File: src/rtl/pipe_if_stage_pkg.sv
// Shared types and constants for the instruction-fetch stage.
package pipe_if_stage_pkg;

  typedef enum logic [1:0] {
    ST_FETCH = 2'b00,
    ST_HOLD  = 2'b01,
    ST_DRAIN = 2'b10
  } if_state_e;

  localparam logic [31:0] NOP      = 32'h0000_0000;
  localparam logic [31:0] RESET_PC = 32'h0000_0000;

  localparam logic [1:0] PCS_SEQ = 2'b00;
  localparam logic [1:0] PCS_BR  = 2'b01;
  localparam logic [1:0] PCS_JR  = 2'b10;
  localparam logic [1:0] PCS_J   = 2'b11;

endpackage

File: src/rtl/pipe_npc_mux.sv
// Next-PC selection: sequential pc+4 (wrapping at 2^32) or one of the decode targets.
module pipe_npc_mux
  import pipe_if_stage_pkg::*;
(
  input  logic [1:0]  pcsource_i,
  input  logic [31:0] pc_i,
  input  logic [31:0] bpc_i,
  input  logic [31:0] rpc_i,
  input  logic [31:0] jpc_i,
  output logic [31:0] pc4_o,
  output logic [31:0] target_o
);

  assign pc4_o = pc_i + 32'd4;

  always_comb begin
    target_o = pc4_o;
    case (pcsource_i)
      PCS_SEQ: target_o = pc4_o;
      PCS_BR:  target_o = bpc_i;
      PCS_JR:  target_o = rpc_i;
      PCS_J:   target_o = jpc_i;
      default: target_o = pc4_o;
    endcase
  end

endmodule

File: src/rtl/pipe_if_stage.sv
// Instruction-fetch stage: PC register, memory handshake, stall buffer and IF/ID register.
module pipe_if_stage
  import pipe_if_stage_pkg::*;
(
  input  logic        clock,
  input  logic        reset,
  input  logic [1:0]  pcsource,
  input  logic [31:0] bpc,
  input  logic [31:0] rpc,
  input  logic [31:0] jpc,
  input  logic        wpcir,
  input  logic        jwait,
  output logic        imem_req,
  output logic [31:0] imem_addr,
  input  logic        imem_ack,
  input  logic [31:0] imem_rdata,
  output logic [31:0] pc,
  output logic [31:0] dinst,
  output logic [31:0] dpc4,
  output logic        dvalid
);

  if_state_e   state_q, state_d;
  logic [31:0] pc_q, pc_d;
  logic [31:0] dinst_q, dinst_d;
  logic [31:0] dpc4_q, dpc4_d;
  logic        dvalid_q, dvalid_d;
  logic [31:0] buf_q, buf_d;
  logic [31:0] pc4, target;
  logic        redirect;

  pipe_npc_mux u_npc_mux (
    .pcsource_i (pcsource),
    .pc_i       (pc_q),
    .bpc_i      (bpc),
    .rpc_i      (rpc),
    .jpc_i      (jpc),
    .pc4_o      (pc4),
    .target_o   (target)
  );

  // A stall (wpcir=0) outranks a pending jump; decode re-presents it later.
  assign redirect = jwait & wpcir;

  always_comb begin
    state_d  = state_q;
    pc_d     = pc_q;
    dinst_d  = dinst_q;
    dpc4_d   = dpc4_q;
    dvalid_d = dvalid_q;
    buf_d    = buf_q;
    case (state_q)
      ST_FETCH: begin
        if (!wpcir) begin
          if (imem_ack) begin
            buf_d   = imem_rdata;
            state_d = ST_HOLD;
          end
        end else if (jwait) begin
          pc_d     = target;
          dinst_d  = NOP;
          dvalid_d = 1'b0;
          if (!imem_ack) state_d = ST_DRAIN;
        end else if (imem_ack) begin
          dinst_d  = imem_rdata;
          dpc4_d   = pc4;
          dvalid_d = 1'b1;
          pc_d     = pc4;
        end else begin
          dinst_d  = NOP;
          dvalid_d = 1'b0;
        end
      end
      // The in-flight word belongs to the abandoned path; swallow exactly one ack.
      ST_DRAIN: begin
        if (redirect) begin
          pc_d     = target;
          dinst_d  = NOP;
          dvalid_d = 1'b0;
        end else if (imem_ack) begin
          state_d = ST_FETCH;
        end
      end
      ST_HOLD: begin
        if (wpcir) begin
          state_d = ST_FETCH;
          if (jwait) begin
            pc_d     = target;
            dinst_d  = NOP;
            dvalid_d = 1'b0;
          end else begin
            dinst_d  = buf_q;
            dpc4_d   = pc4;
            dvalid_d = 1'b1;
            pc_d     = pc4;
          end
        end
      end
      default: state_d = ST_FETCH;
    endcase
  end

  always_ff @(posedge clock) begin
    if (reset) begin
      state_q  <= ST_FETCH;
      pc_q     <= RESET_PC;
      dinst_q  <= NOP;
      dpc4_q   <= 32'h0;
      dvalid_q <= 1'b0;
      buf_q    <= NOP;
    end else begin
      state_q  <= state_d;
      pc_q     <= pc_d;
      dinst_q  <= dinst_d;
      dpc4_q   <= dpc4_d;
      dvalid_q <= dvalid_d;
      buf_q    <= buf_d;
    end
  end

  assign imem_req  = ~reset & (state_q != ST_HOLD);
  assign imem_addr = pc_q;
  assign pc        = pc_q;
  assign dinst     = dinst_q;
  assign dpc4      = dpc4_q;
  assign dvalid    = dvalid_q;

endmodule

File: config.mk
export PLATFORM = sky130hd
export DESIGN_NAME = pipe_if_stage
export DESIGN_NICKNAME = d
export VERILOG_FILES = /design/src/rtl/pipe_if_stage_pkg.sv /design/src/rtl/pipe_npc_mux.sv /design/src/rtl/pipe_if_stage.sv
export SDC_FILE = /design/constraint.sdc
export NUM_CORES = 1
export LEC_CHECK = 0
export BUFFER_PORTS_ARGS = -buffer_cell sky130_fd_sc_hd__buf_2
export CORE_UTILIZATION = 45
export CTS_CLUSTER_DIAMETER = 150
export DETAILED_ROUTE_END_ITERATION = 12
export GPL_ROUTABILITY_DRIVEN = 0
export PLACE_DENSITY_LB_ADDON = 0.05
export SLEW_MARGIN = 20
export SYNTH_ARGS = -nofsm -noshare
export SYNTH_HDL_FRONTEND = slang
export SYNTH_SLANG_ARGS = --single-unit
File: constraint.sdc
create_clock -name clock -period 2.9 [get_ports clock]
set_clock_uncertainty 0.05 [all_clocks]
set_input_delay 0.29 -clock clock [delete_from_list [all_inputs] [get_ports clock]]
set_output_delay 0.29 -clock clock [all_outputs]
set_load 0.03 [all_outputs]
==> run_results.csv <==
group,metric,value,unit
synth,syn_avg_cell_area,8.05,sq um
sta,fin_crit_sh,84.2,%
power_and_ir_drop,cellPowerDensity,627,nW/um^2
floorplanning,die_w,127,um
synth,ys_warn_count,0,
synth,synth-edff-count,0,
sta,final.setup.tns,0,ps
floorplanning,core,15200,sq um
cts,cts_tree,"done",
sta,worst_pin_slew,835,ps
synth,ys_seq_area_share,37.5,%
grt,grt_max_degree,67,
setup_path,crit_required,3140,ps
detailed_routing,antenna_left,0,
cts,cts_made_buffers,17,
cts,clkLatencyLatePin,420,ps
detailed_routing,totalWireLength,22200,um
placement,port_buffers,264,
power_and_ir_drop,vdd_ir_drop_max,0.446,mV
cts,clkTransAtPathRegs,60,ps
hold_path,worstHoldStart,"imem_rdata[11]",
detailed_routing,wl_met3,1440,um
sta,rsz0062_at_grt,"no",
detailed_routing,routed-wl-met2,10800,um
detailed_routing,dr_total_vias,7129,
setup_path,cp_data_arrival_time,2680,ps
grt,grt_pass1_wl,34600,um
detailed_routing,wire_per_inst,17.5,um
sta,whs,67.0,ps
layout,drive_gt1_share,32.7,%
sta,hold_viol,0,
placement,detailed_place_hpwl,15900,um
power_and_ir_drop,p_total,5.53,mW
setup_path,rrSetupSlack,460,ps
sta,max_freq,0.410,GHz
cts,h-tree-depth,4,
detailed_routing,drtIter0Drc,479,
layout,stdcell_area,8820,sq um
layout,nets,1213,
floorplanning,die_area,16000,sq um
synth,ys_ff_latch,131,
setup_path,critPathCaptureType,"register",
detailed_routing,wl_met1,9290,um
sta,period_needed,2440,ps
hold_path,hold-path-endpoint,"buf_q[11]",
layout,syn_to_final_growth,26.2,%
synth,ys_dominant_reg_cell,"dfxtp_1",
synth,synth_cell_type_count,57,
grt,antenna_found_initial,0,
layout,antenna_cells,0,
grt,grt_usage,27.6,%
cts,ctsResizeCount,0,
setup_path,reg2reg_to,"imem_addr[9]",
synth,synth_area,6990,sq um
cts,cts_buffer_depth,2,
grt,overflow,0,
placement,dp_slack,510,ps
hold_path,hold_path_depth,3,
synth,async_flop_share,0,%
floorplanning,fp.dieH,127,um
setup_path,r2r_cells,9,
hold_path,hold_path_class,"primary input to register",
setup_path,reg2reg_from,"state_q[0]",
setup_path,cp-start-kind,"register",
cts,clock-sinks,131,
detailed_routing,drc_errors,0,
cts,post_cts_buffers,0,
grt,first_global_vias,6532,
sta,worst_slack,459,ps
outcome,status,"finished clean",
synth,syn_inst,869,
cts,clock-root-buffer,"clkbuf_16",
cts,hold_buffers,0,
detailed_routing,avgViaCountPerCell,5.60,
sta,slew_viol_final,0,
detailed_routing,drt_first_pass_iters,7,
job,max-cap-violations,0,
floorplanning,row_count,45,
floorplanning,io_pins,265,
sta,relSlewSlack,44.3,%
placement,placed_area,8270,sq um
power_and_ir_drop,power.leakage,3.86,nW
detailed_routing,routed.top_layer,"met4",
setup_path,worstSetupPathType,"register to register",
synth,synth_nets,1009,
floorplanning,start_util,46.0,%
setup_path,critPathMaxFanout,17,
sta,setup_viol,0,
[critical path: stages, from the launching register on]
cell	delay (ps)
dfxtp_1	400
inv_1	90
ha_1	290
o21bai_1	160
a21boi_0	100
buf_4	160
nor2_2	470
buf_12	220
nor2_1	50
a2111oi_0	340
[cell usage in the layout, fill, tap and decap left out, types with 4 or more instances in the layout]
| cell | synthesis | final |
|---|---|---|
| dfxtp_1 | 131 | 131 |
| o221ai_1 | 4 | 4 |
| a211oi_1 | 54 | 54 |
| nor4_1 | 10 | 10 |
| o211a_1 | 6 | 6 |
| nand4_1 | 5 | 5 |
| clkinv_2 | 0 | 4 |
| inv_1 | 8 | 8 |
| nand2_1 | 102 | 102 |
| buf_2 | 10 | 263 |
| nand3b_1 | 5 | 5 |
| nand3_1 | 17 | 17 |
| a21oi_1 | 81 | 81 |
| a22oi_1 | 42 | 42 |
| xor2_1 | 7 | 7 |
| and2_1 | 4 | 4 |
| and4_1 | 5 | 5 |
| ha_1 | 5 | 5 |
| o32ai_1 | 4 | 4 |
| nor3_1 | 18 | 17 |
| a31oi_1 | 7 | 7 |
| buf_4 | 34 | 27 |
| o21ai_0 | 51 | 51 |
| mux2i_1 | 26 | 26 |
| mux2_2 | 13 | 13 |
| xnor2_1 | 20 | 20 |
| clkbuf_16 | 0 | 17 |
| nor2_1 | 83 | 81 |
| o21a_1 | 5 | 5 |
[power breakdown]
part           total [mW]  switching, mW  internal [mW]
logic                1.39          0.915          0.476
clock network        2.03          0.829           1.20
registers            2.11          0.157           1.96
[cell families after synthesis]
logic type	count (synthesis)	share of synthesized area, %
adder cells (fa/ha/maj)	5	0.895
buffers and inverters	115	8.28
flip-flops	131	37.5
AND/OR/NAND/NOR	273	18.3
multiplexers	39	5.81
XOR/XNOR	27	3.38
AO/OA/AOI/OAI	279	25.8
[Yosys cell counts, types with 5 or more instances]
library cell / instances / area, sq um
dfxtp_1: 131 / 2620
nand2_1: 102 / 383
nor2_1: 83 / 312
a21oi_1: 81 / 405
a211oi_1: 54 / 405
clkbuf_1: 52 / 195
o21ai_0: 51 / 255
a22oi_1: 42 / 315
buf_4: 34 / 255
mux2i_1: 26 / 260
xnor2_1: 20 / 175
nor3_1: 18 / 90.1
nand3_1: 17 / 85.1
mux2_2: 13 / 146
buf_1: 10 / 37.5
buf_2: 10 / 50.1
nor4_1: 10 / 62.6
inv_1: 8 / 30.0
a31oi_1: 7 / 43.8
xor2_1: 7 / 61.3
o211a_1: 6 / 60.1
and4_1: 5 / 43.8
ha_1: 5 / 62.6
nand3b_1: 5 / 37.5
nand4_1: 5 / 31.3
o21a_1: 5 / 37.5
[worst max-delay path by stage]
stage / cells past startpoint / endpoint / from
floorplan: 7 / dpc4[30] / imem_addr[2]
global route: 9 / imem_addr[9] / state_q[1]
finish: 9 / imem_addr[9] / state_q[0]
global placement: 9 / imem_addr[25] / state_q[0]
detailed placement: 9 / imem_addr[25] / state_q[0]
CTS: 9 / imem_addr[25] / state_q[0]
[through the flow]
step                util (%)  cells
floorplan                  -    869
global placement        54.4   1242
detailed placement      54.4   1242
CTS                     58.0   1274
global route            58.0   1274
finish                  58.0   1274
[layer usage]
| layer | GRT usage [%] | vias up |
|---|---|---|
| li1 | - | 3530 |
| met1 | 33.4 | 3275 |
| met2 | 46.5 | 274 |
| met3 | 6.71 | 50 |
| met4 | 12.3 | 0 |
| met5 | 0 | - |
[layout make-up]
cell class / count / area [sq um]
Sequential cell: 131 / 2620
Tap cell: 188 / 235
Fill cell: 1454 / 6380
Inverter: 8 / 30.0
Clock inverter: 12 / 108
Multi-Input combinational cell: 623 / 3820
Timing Repair Buffer: 292 / 1560
Clock buffer: 20 / 447
[state kept, by name (all words and copies together) (netlist names)]
name / flops
buf_q: 32
dvalid: 1
state_q: 2
dinst: 32
dpc4: 32
imem_addr: 32
Note: power is estimated with default switching activity, not from simulation.
